<file path="config.mk">
export PLATFORM = sky130hd
export DESIGN_NAME = operand_fetch_flat
export DESIGN_NICKNAME = d
export VERILOG_FILES = /design/src/rtl/operand_fetch_pkg.sv /design/src/rtl/operand_fetch_if.sv /design/src/rtl/operand_fetch_fwd_sel.sv /design/src/rtl/operand_fetch.sv /design/src/flat_wrapper.sv
export SDC_FILE = /design/constraint.sdc
export NUM_CORES = 1
export LEC_CHECK = 0
export CAP_MARGIN = 20
export CORE_ASPECT_RATIO = 1.1
export CORE_UTILIZATION = 38
export DETAILED_ROUTE_END_ITERATION = 7
export PLACE_DENSITY = 0.89
export SLEW_MARGIN = 25
export SYNTH_ARGS = -nofsm -noshare
export SYNTH_HDL_FRONTEND = slang
export SYNTH_HIERARCHICAL = 1
export SYNTH_SLANG_ARGS = --single-unit
</file>
<file path="constraint.sdc">
create_clock -name clk -period 2.5 [get_ports clk]
set_input_delay 0.375 -clock clk [delete_from_list [all_inputs] [get_ports clk]]
set_output_delay 0.375 -clock clk [all_outputs]
set_load 0.01 [all_outputs]
</file>
<file path="src/rtl/operand_fetch_pkg.sv">
// operand_fetch_pkg: widths, zero register and the EX/MEM/WB tracking slot shared by the operand fetch unit
package operand_fetch_pkg;
   localparam int DW = 32;
   localparam int AW = 5;
   localparam logic [AW-1:0] REG_ZERO = '0;
   typedef struct packed {
      logic          valid;
      logic [AW-1:0] wn;
      logic          we;
      logic          isload;
   } slot_t;
   // A slot writing r0 can never be a producer, so it never matches.
   function automatic logic slot_match(slot_t s, logic [AW-1:0] src, logic use_src);
      return s.valid & s.we & use_src & (s.wn == src) & (src != REG_ZERO);
   endfunction
endpackage

</file>
<file path="src/rtl/operand_fetch_if.sv">
// operand_fetch_if: ID-side decode inputs, register-file read port and ID/EX outputs of the operand fetch unit
interface operand_fetch_if;
   import operand_fetch_pkg::*;
   logic          id_valid, id_use_rs, id_use_rt, id_we, id_isload, id_ready;
   logic [AW-1:0] id_rs, id_rt, id_wn, rf_rna, rf_rnb, ex_wn;
   logic [DW-1:0] rf_qa, rf_qb, ex_alu_res, mem_res, wb_d, ex_a, ex_b;
   logic          ex_ready, ex_valid, ex_we, ex_isload;
   modport master (
      output id_valid, id_rs, id_rt, id_use_rs, id_use_rt, id_wn, id_we, id_isload,
      output rf_qa, rf_qb, ex_alu_res, mem_res, wb_d, ex_ready,
      input  id_ready, rf_rna, rf_rnb, ex_valid, ex_a, ex_b, ex_wn, ex_we, ex_isload
   );
   modport slave (
      input  id_valid, id_rs, id_rt, id_use_rs, id_use_rt, id_wn, id_we, id_isload,
      input  rf_qa, rf_qb, ex_alu_res, mem_res, wb_d, ex_ready,
      output id_ready, rf_rna, rf_rnb, ex_valid, ex_a, ex_b, ex_wn, ex_we, ex_isload
   );
endinterface

</file>
<file path="src/rtl/operand_fetch_fwd_sel.sv">
// operand_fetch_fwd_sel: match detection and priority forwarding mux for one source operand.
// With OPERAND_FETCH_FWD_EN undefined there are no forwarding paths and any match stalls.
module operand_fetch_fwd_sel
   import operand_fetch_pkg::*;
(
   input  logic [AW-1:0] src,
   input  logic          use_src,
   input  slot_t         ex,
   input  slot_t         mem,
   input  slot_t         wb,
`ifdef OPERAND_FETCH_FWD_EN
   input  logic [DW-1:0] ex_val,
   input  logic [DW-1:0] mem_val,
   input  logic [DW-1:0] wb_val,
`endif
   input  logic [DW-1:0] rf_val,
   output logic          stall,
   output logic [DW-1:0] q
);
   logic ex_m, mem_m, wb_m;
   always_comb begin
      ex_m  = slot_match(ex, src, use_src);
      mem_m = slot_match(mem, src, use_src);
      wb_m  = slot_match(wb, src, use_src);
`ifdef OPERAND_FETCH_FWD_EN
      stall = ex_m & ex.isload;
      q     = src == REG_ZERO ? '0 : ex_m ? ex_val : mem_m ? mem_val : wb_m ? wb_val : rf_val;
`else
      stall = ex_m | mem_m | wb_m;
      q     = src == REG_ZERO ? '0 : rf_val;
`endif
   end
endmodule

</file>
<file path="src/rtl/operand_fetch.sv">
// operand_fetch: decode-stage operand fetch with RAW hazard resolution into the ID/EX register.
// OPERAND_FETCH_FWD_EN selects full forwarding (load-use stall only); otherwise stall until no slot matches.
module operand_fetch
   import operand_fetch_pkg::*;
(
   input logic             clk,
   input logic             clrn,
   operand_fetch_if.slave  bus
);
   slot_t         ex_s, mem_s, wb_s;
   logic [DW-1:0] qa, qb, ex_a, ex_b;
   logic          stall_a, stall_b, hazard;

   operand_fetch_fwd_sel u_a (
      .src(bus.id_rs), .use_src(bus.id_use_rs), .ex(ex_s), .mem(mem_s), .wb(wb_s),
`ifdef OPERAND_FETCH_FWD_EN
      .ex_val(bus.ex_alu_res), .mem_val(bus.mem_res), .wb_val(bus.wb_d),
`endif
      .rf_val(bus.rf_qa), .stall(stall_a), .q(qa)
   );

   operand_fetch_fwd_sel u_b (
      .src(bus.id_rt), .use_src(bus.id_use_rt), .ex(ex_s), .mem(mem_s), .wb(wb_s),
`ifdef OPERAND_FETCH_FWD_EN
      .ex_val(bus.ex_alu_res), .mem_val(bus.mem_res), .wb_val(bus.wb_d),
`endif
      .rf_val(bus.rf_qb), .stall(stall_b), .q(qb)
   );

   assign hazard       = stall_a | stall_b;
   assign bus.id_ready = bus.ex_ready & ~hazard;
   assign bus.rf_rna   = bus.id_rs;
   assign bus.rf_rnb   = bus.id_rt;

   // Bubbles clear the control slot but keep the last operands.
   always_ff @(posedge clk or negedge clrn) begin
      if (!clrn) begin
         ex_s  <= '0;
         mem_s <= '0;
         wb_s  <= '0;
         ex_a  <= '0;
         ex_b  <= '0;
      end else if (bus.ex_ready) begin
         mem_s <= ex_s;
         wb_s  <= mem_s;
         if (bus.id_valid && !hazard) begin
            ex_s <= {1'b1, bus.id_wn, bus.id_we, bus.id_isload};
            ex_a <= qa;
            ex_b <= qb;
         end else begin
            ex_s <= '0;
         end
      end
   end

   assign bus.ex_valid  = ex_s.valid;
   assign bus.ex_wn     = ex_s.wn;
   assign bus.ex_we     = ex_s.we;
   assign bus.ex_isload = ex_s.isload;
   assign bus.ex_a      = ex_a;
   assign bus.ex_b      = ex_b;
endmodule
</file>
<file path="src/flat_wrapper.sv">
// flat-port wrapper written by rule: the top's interface ports become plain ports
module operand_fetch_flat import operand_fetch_pkg::*;
  (clk, clrn, bus_id_valid, bus_id_rs, bus_id_rt, bus_id_use_rs, bus_id_use_rt, bus_id_wn, bus_id_we, bus_id_isload, bus_rf_qa, bus_rf_qb, bus_ex_alu_res, bus_mem_res, bus_wb_d, bus_ex_ready, bus_id_ready, bus_rf_rna, bus_rf_rnb, bus_ex_valid, bus_ex_a, bus_ex_b, bus_ex_wn, bus_ex_we, bus_ex_isload);
  operand_fetch_if bus_i ();
  input logic clk;
  input logic clrn;
  input wire logic [$bits(bus_i.id_valid)-1:0] bus_id_valid;
  input wire logic [$bits(bus_i.id_rs)-1:0] bus_id_rs;
  input wire logic [$bits(bus_i.id_rt)-1:0] bus_id_rt;
  input wire logic [$bits(bus_i.id_use_rs)-1:0] bus_id_use_rs;
  input wire logic [$bits(bus_i.id_use_rt)-1:0] bus_id_use_rt;
  input wire logic [$bits(bus_i.id_wn)-1:0] bus_id_wn;
  input wire logic [$bits(bus_i.id_we)-1:0] bus_id_we;
  input wire logic [$bits(bus_i.id_isload)-1:0] bus_id_isload;
  input wire logic [$bits(bus_i.rf_qa)-1:0] bus_rf_qa;
  input wire logic [$bits(bus_i.rf_qb)-1:0] bus_rf_qb;
  input wire logic [$bits(bus_i.ex_alu_res)-1:0] bus_ex_alu_res;
  input wire logic [$bits(bus_i.mem_res)-1:0] bus_mem_res;
  input wire logic [$bits(bus_i.wb_d)-1:0] bus_wb_d;
  input wire logic [$bits(bus_i.ex_ready)-1:0] bus_ex_ready;
  output wire logic [$bits(bus_i.id_ready)-1:0] bus_id_ready;
  output wire logic [$bits(bus_i.rf_rna)-1:0] bus_rf_rna;
  output wire logic [$bits(bus_i.rf_rnb)-1:0] bus_rf_rnb;
  output wire logic [$bits(bus_i.ex_valid)-1:0] bus_ex_valid;
  output wire logic [$bits(bus_i.ex_a)-1:0] bus_ex_a;
  output wire logic [$bits(bus_i.ex_b)-1:0] bus_ex_b;
  output wire logic [$bits(bus_i.ex_wn)-1:0] bus_ex_wn;
  output wire logic [$bits(bus_i.ex_we)-1:0] bus_ex_we;
  output wire logic [$bits(bus_i.ex_isload)-1:0] bus_ex_isload;
  assign bus_i.id_valid = bus_id_valid;
  assign bus_i.id_rs = bus_id_rs;
  assign bus_i.id_rt = bus_id_rt;
  assign bus_i.id_use_rs = bus_id_use_rs;
  assign bus_i.id_use_rt = bus_id_use_rt;
  assign bus_i.id_wn = bus_id_wn;
  assign bus_i.id_we = bus_id_we;
  assign bus_i.id_isload = bus_id_isload;
  assign bus_i.rf_qa = bus_rf_qa;
  assign bus_i.rf_qb = bus_rf_qb;
  assign bus_i.ex_alu_res = bus_ex_alu_res;
  assign bus_i.mem_res = bus_mem_res;
  assign bus_i.wb_d = bus_wb_d;
  assign bus_i.ex_ready = bus_ex_ready;
  assign bus_id_ready = bus_i.id_ready;
  assign bus_rf_rna = bus_i.rf_rna;
  assign bus_rf_rnb = bus_i.rf_rnb;
  assign bus_ex_valid = bus_i.ex_valid;
  assign bus_ex_a = bus_i.ex_a;
  assign bus_ex_b = bus_i.ex_b;
  assign bus_ex_wn = bus_i.ex_wn;
  assign bus_ex_we = bus_i.ex_we;
  assign bus_ex_isload = bus_i.ex_isload;
  operand_fetch u_core (.clk(clk), .clrn(clrn), .bus(bus_i));
endmodule
</file>
After elaboration in Yosys (flattened, before gate mapping) --
Index checks and enable logic that the tools add are counted.
Storage, ports and cells: register bits after elaboration 86, bits of input ports 183, word-level logic and storage cells 56
Operators by class: equal/unequal tests 6, muxes and demuxes 3, bitwise logic cells 28, reductions and logical operators 7
Operator list (count):
- two-way mux 32 bit | 2
- equality test 5 bit | 6
- bitwise AND 1 bit | 22
- logical NOT 5 bit | 2
- nonzero test 5 bit | 2
- two-way mux 8 bit | 1
- OR 1 bit | 5
- AND reduction 2 bit | 1
- logical AND 1 bit | 1
- logical NOT 1 bit | 1
- inverter 1 bit | 1

Longest topological paths before layout --
depth after elaboration 10, depth in mapped cells 8, depth with buffers taken out 6

Cells and area by module --
The synthesis kept the hierarchy.
Modules (own cells, without submodules):
- operand_fetch | instances 1, cells each 208, area an instance 3634.7 µm²
- operand_fetch_fwd_sel | instances 2, cells each 60, area an instance 425.4 µm²

Worst setup path before layout --
Ideal clock, no wire load.
path kind input to register, from input bus_id_rs[0], to register u_core.ex_a[0], in the netlist u_core/bus.ex_a[0], setup time 125 ps, data arrival time 2085 ps, required time 2375 ps, setup slack 290 ps, cell stages on the path 7, buffers on the path 2, cells stage by stage or4_4 > o21ai_0 > a31oi_1 > and4bb_4 > buf_6 > buf_12 > mux2_4
Between the ends: longest elaborated chain between the ends 9, elaborated cells between the ends (all ways) 18, those cells by class eq/ne (3); mux (1); bitwise (9); reduce/logical (5)
RTL lines:
- start: declaration | line flat_wrapper.sv:8 | input wire logic [$bits(bus_i.id_rs)-1:0] bus_id_rs;
- equality test 5 bit | line operand_fetch_pkg.sv:14 | return s.valid & s.we & use_src & (s.wn == src) & (src != REG_ZERO);
- bitwise AND 1 bit (2 in a row) | line operand_fetch_pkg.sv:14
- OR 1 bit | line operand_fetch_fwd_sel.sv:29 | stall = ex_m | mem_m | wb_m;
- OR 1 bit * | line operand_fetch_fwd_sel.sv:29
- via u_core.stall_a | line operand_fetch.sv:12 | logic stall_a, stall_b, hazard;
- OR 1 bit * | line operand_fetch.sv:30 | assign hazard = stall_a | stall_b;
- logical NOT 1 bit * | line operand_fetch.sv:46 | if (bus.id_valid && !hazard) begin
- logical AND 1 bit * | line operand_fetch.sv:46
- AND reduction 2 bit (no source line) *
- end signal: assignment | line operand_fetch.sv:48 | ex_a <= qa;
- end: declaration | line operand_fetch.sv:11 | logic [DW-1:0] qa, qb, ex_a, ex_b;
The timed path passes the listed nets; every way through them passes the cells marked *. A chain may end at the register's enable or synchronous reset.

Worst setup path after layout --
from input bus_id_rs[4], to register u_core.ex_b[29], in the netlist u_core/bus.ex_b[29]
Between the ends: longest elaborated chain between the ends 9, elaborated cells between the ends (all ways) 16, those cells by class eq/ne (3); bitwise (9); reduce/logical (4)
RTL lines:
- equality test 5 bit | line operand_fetch_pkg.sv:14
- bitwise AND 1 bit (2 in a row) | line operand_fetch_pkg.sv:14
- OR 1 bit | line operand_fetch_fwd_sel.sv:29
- OR 1 bit * | line operand_fetch_fwd_sel.sv:29
- via u_core.stall_a | line operand_fetch.sv:12
- OR 1 bit * | line operand_fetch.sv:30
- logical NOT 1 bit * | line operand_fetch.sv:46
- logical AND 1 bit * | line operand_fetch.sv:46
- AND reduction 2 bit (no source line) *
- end signal: assignment | line operand_fetch.sv:49 | ex_b <= qb;
- end: declaration | line operand_fetch.sv:11
Marks and branches as above.

==> metrics <==
run status complete, no violations; Slew Limit Headroom 0.6491; final setup vio count 0; first-pass GRT wire length ~17000 um; Worst Skew 0.007169 ns; Syn. warnings 6; Routed WL 10750 um; Buffers on Ports 169; Final Util 0.6017; CP Class in2reg; CTS H-tree lvls 3; Post-Synthesis Cell Area 4413 um2; P&R area growth vs syn 51.49%; P_leak 0.002939 uW; Via density 4.800; DIE WIDTH 104.8 um; final hold viol count 0; clk root buf clkbuf_16; Mapped Avg Cell Area 13.62 um2; max cap viols 0; placed insts 640; Pwr Density 628.3 nW/um2; syn_nets 507; GRT Total Usage 0.1835; FF-to-FF setup slack 0.12 ns; layout cells sized above 1 0.2676; CP max FO 7; I/O pins 266; Req. time, crit path 2.71 ns; Worst-Margin Slew 0.5263 ns; number of vias in the routed layout 3163; post-cts hold buffer count 0; P_sw ~1100 uW; number of global-route vias before repair 3382; maximum number of pins on one net before global-route repair between 40 and 50; DRC viols 0; antenna violations before repair 0; 1st-iter DRT viols 75; TritonCTS Buffers 9; Sw Share 0.2563; synthesized instance count approximately 320; clock power share 0.303; clk_lat worst skew 0.33 ns; max-slew violation count 0; CTS tree built; grt ovf 0; Int Pwr 3124 uW; final worst slack 0.07013 ns; crit share post-route 0.9719; PnR Total Power 4200 uW; Critical Path AT around 2.6 ns; initial core utilization 0.3972; Hold Path Class in2async; GP Congestion 0.8935; total core area 11110 um2; die span in y 115.0 um; clock-pin slew on the worst setup and hold paths 0.06 ns; Final min period about 2.4 ns; maximum VDD drop 353.3 uV; Setup crit start kind input pin; hpwl dp 7816 um; critical path, cell by cell clkdlybuf4s50_1 -> buf_6 -> xor2_1 -> nor4_2 -> nand4_1 -> a31oi_2 -> and4bb_4 -> buf_12 -> clkbuf_16 -> mux2_4; Slowest cell on crit path clkdlybuf4s50_1; first-pass iteration count of the detailed router 4; # rows 40; Crit path largest cell delay 0.43 ns; Reg power frac 0.417; die area 12050 um2; pre-CTS setup slack -0.4704 ns; clock tree buffer depth 2; Fmax between 400 and 500 MHz; Layout Cells excl Fill 659; combinational power share 0.280; antenna cells 0; worst-case reg-to-reg path depth 8; Detail Route Antenna Nets 0; Setup crit end kind flip-flop; Clock Sinks 86; wire length per cell about 16 um; Total Nets Final 690
metrics by stage:
step | TNS (ns) | hold WS [ns] | area (um2)
2_1_floorplan | 0 | 0.07941 | 4413
3_3_place_gp | -25.34 | 0.3778 | 6287
3_5_place_dp | -27.30 | 0.3874 | 6287
4_1_cts | 0 | 0.02967 | 6580
5_1_grt | -0.1651 | 0.05300 | 6685
6_report | 0 | 0.006456 | 6685
registers in the layout (all words and copies together), names as in the netlist:
name	cells
u_core/bus.ex_a	32
u_core/bus.ex_b	32
u_core/mem_s	7
u_core/wb_s	7
u_core/bus.ex_wn	5
u_core/bus.ex_isload	1
u_core/bus.ex_valid	1
u_core/bus.ex_we	1
power by group through the flow:
| stage | Clock, uW | Sequential, uW | Combinational, uW |
|---|---|---|---|
| after CTS | 1310 | 1750 | 1160 |
| after global placement | 0 | 1760 | 1130 |
| final | 1270 | 1750 | 1180 |
| after global routing | 1360 | 1780 | 1250 |
| after floorplan | 0 | 1830 | 449 |
| after detailed placement | 0 | 1770 | 1160 |
placed cells by master, fill, tap and decap left out, drive strengths merged:
cell	count
nor4	6
nor3	1
dlymetal6s2s	6
or3b	1
a21o	1
o2bb2ai	7
a31oi	2
and4bb	1
dfrtp	86
clkinv	3
nand2	7
clkdlybuf4s50	159
nor2	2
o21ai	2
nand4	6
clkinvlp	1
xor2	24
buf	31
xnor2	6
or4	2
dlygate4sd2	2
mux2	78
nor2b	64
clkbuf	14
final cells by class:
cell class              instances  area, um2
clock buffers                  13      270.3
clock inverters                 3      17.52
fillers                       878       4425
inverters                       1      3.754
multi-input cells             210       2028
flip-flops and latches         86       2152
well taps                     147      183.9
repair buffers                199       2029
worst max-delay path, delay by kind of cell:
| family | cells | cell delay, ns |
|---|---|---|
| buffers and inverters | 4 | 0.87 |
| AND/OR/NAND/NOR | 3 | 0.67 |
| multiplexers | 1 | 0.30 |
| AO/OA/AOI/OAI | 1 | 0.24 |
| XOR/XNOR | 1 | 0.16 |
worst paths after layout:
check,from,to
min reg2reg,u_core/bus.ex_isload$_DFFE_PN0P_,u_core/bus.ex_isload$_DFFE_PN0P_
min,clrn,u_core/bus.ex_a[0]$_DFFE_PN0P_
max,bus_id_rs[4],u_core/bus.ex_b[29]$_DFFE_PN0P_
max in group asynchronous,clrn,u_core/mem_s[1]$_DFFE_PN0P_
min in group clk,u_core/bus.ex_isload$_DFFE_PN0P_,u_core/bus.ex_isload$_DFFE_PN0P_
max reg2reg,u_core/bus.ex_wn[0]$_DFFE_PN0P_,u_core/bus.ex_b[29]$_DFFE_PN0P_
layer usage:
metal | vias to the layer above | routed length, um | global-route usage
met5 | - | 0 | 0
met2 | 115 | 5337 | 0.3130
met1 | 1571 | 4680 | 0.2269
met4 | 0 | 183 | 0.08169
li1 | 1463 | - | -
met3 | 14 | 550 | 0.03685
timing repair:
| action | CTS | global route |
|---|---|---|
| cloned | 0 | 2 |
| setup buffers | 0 | 1 |
| pin swaps | 6 | 13 |
| gates resized for setup | 10 | 13 |
| setup endpoints to repair | 60 | 65 |
Note: power is estimated with default switching activity, not from simulation.
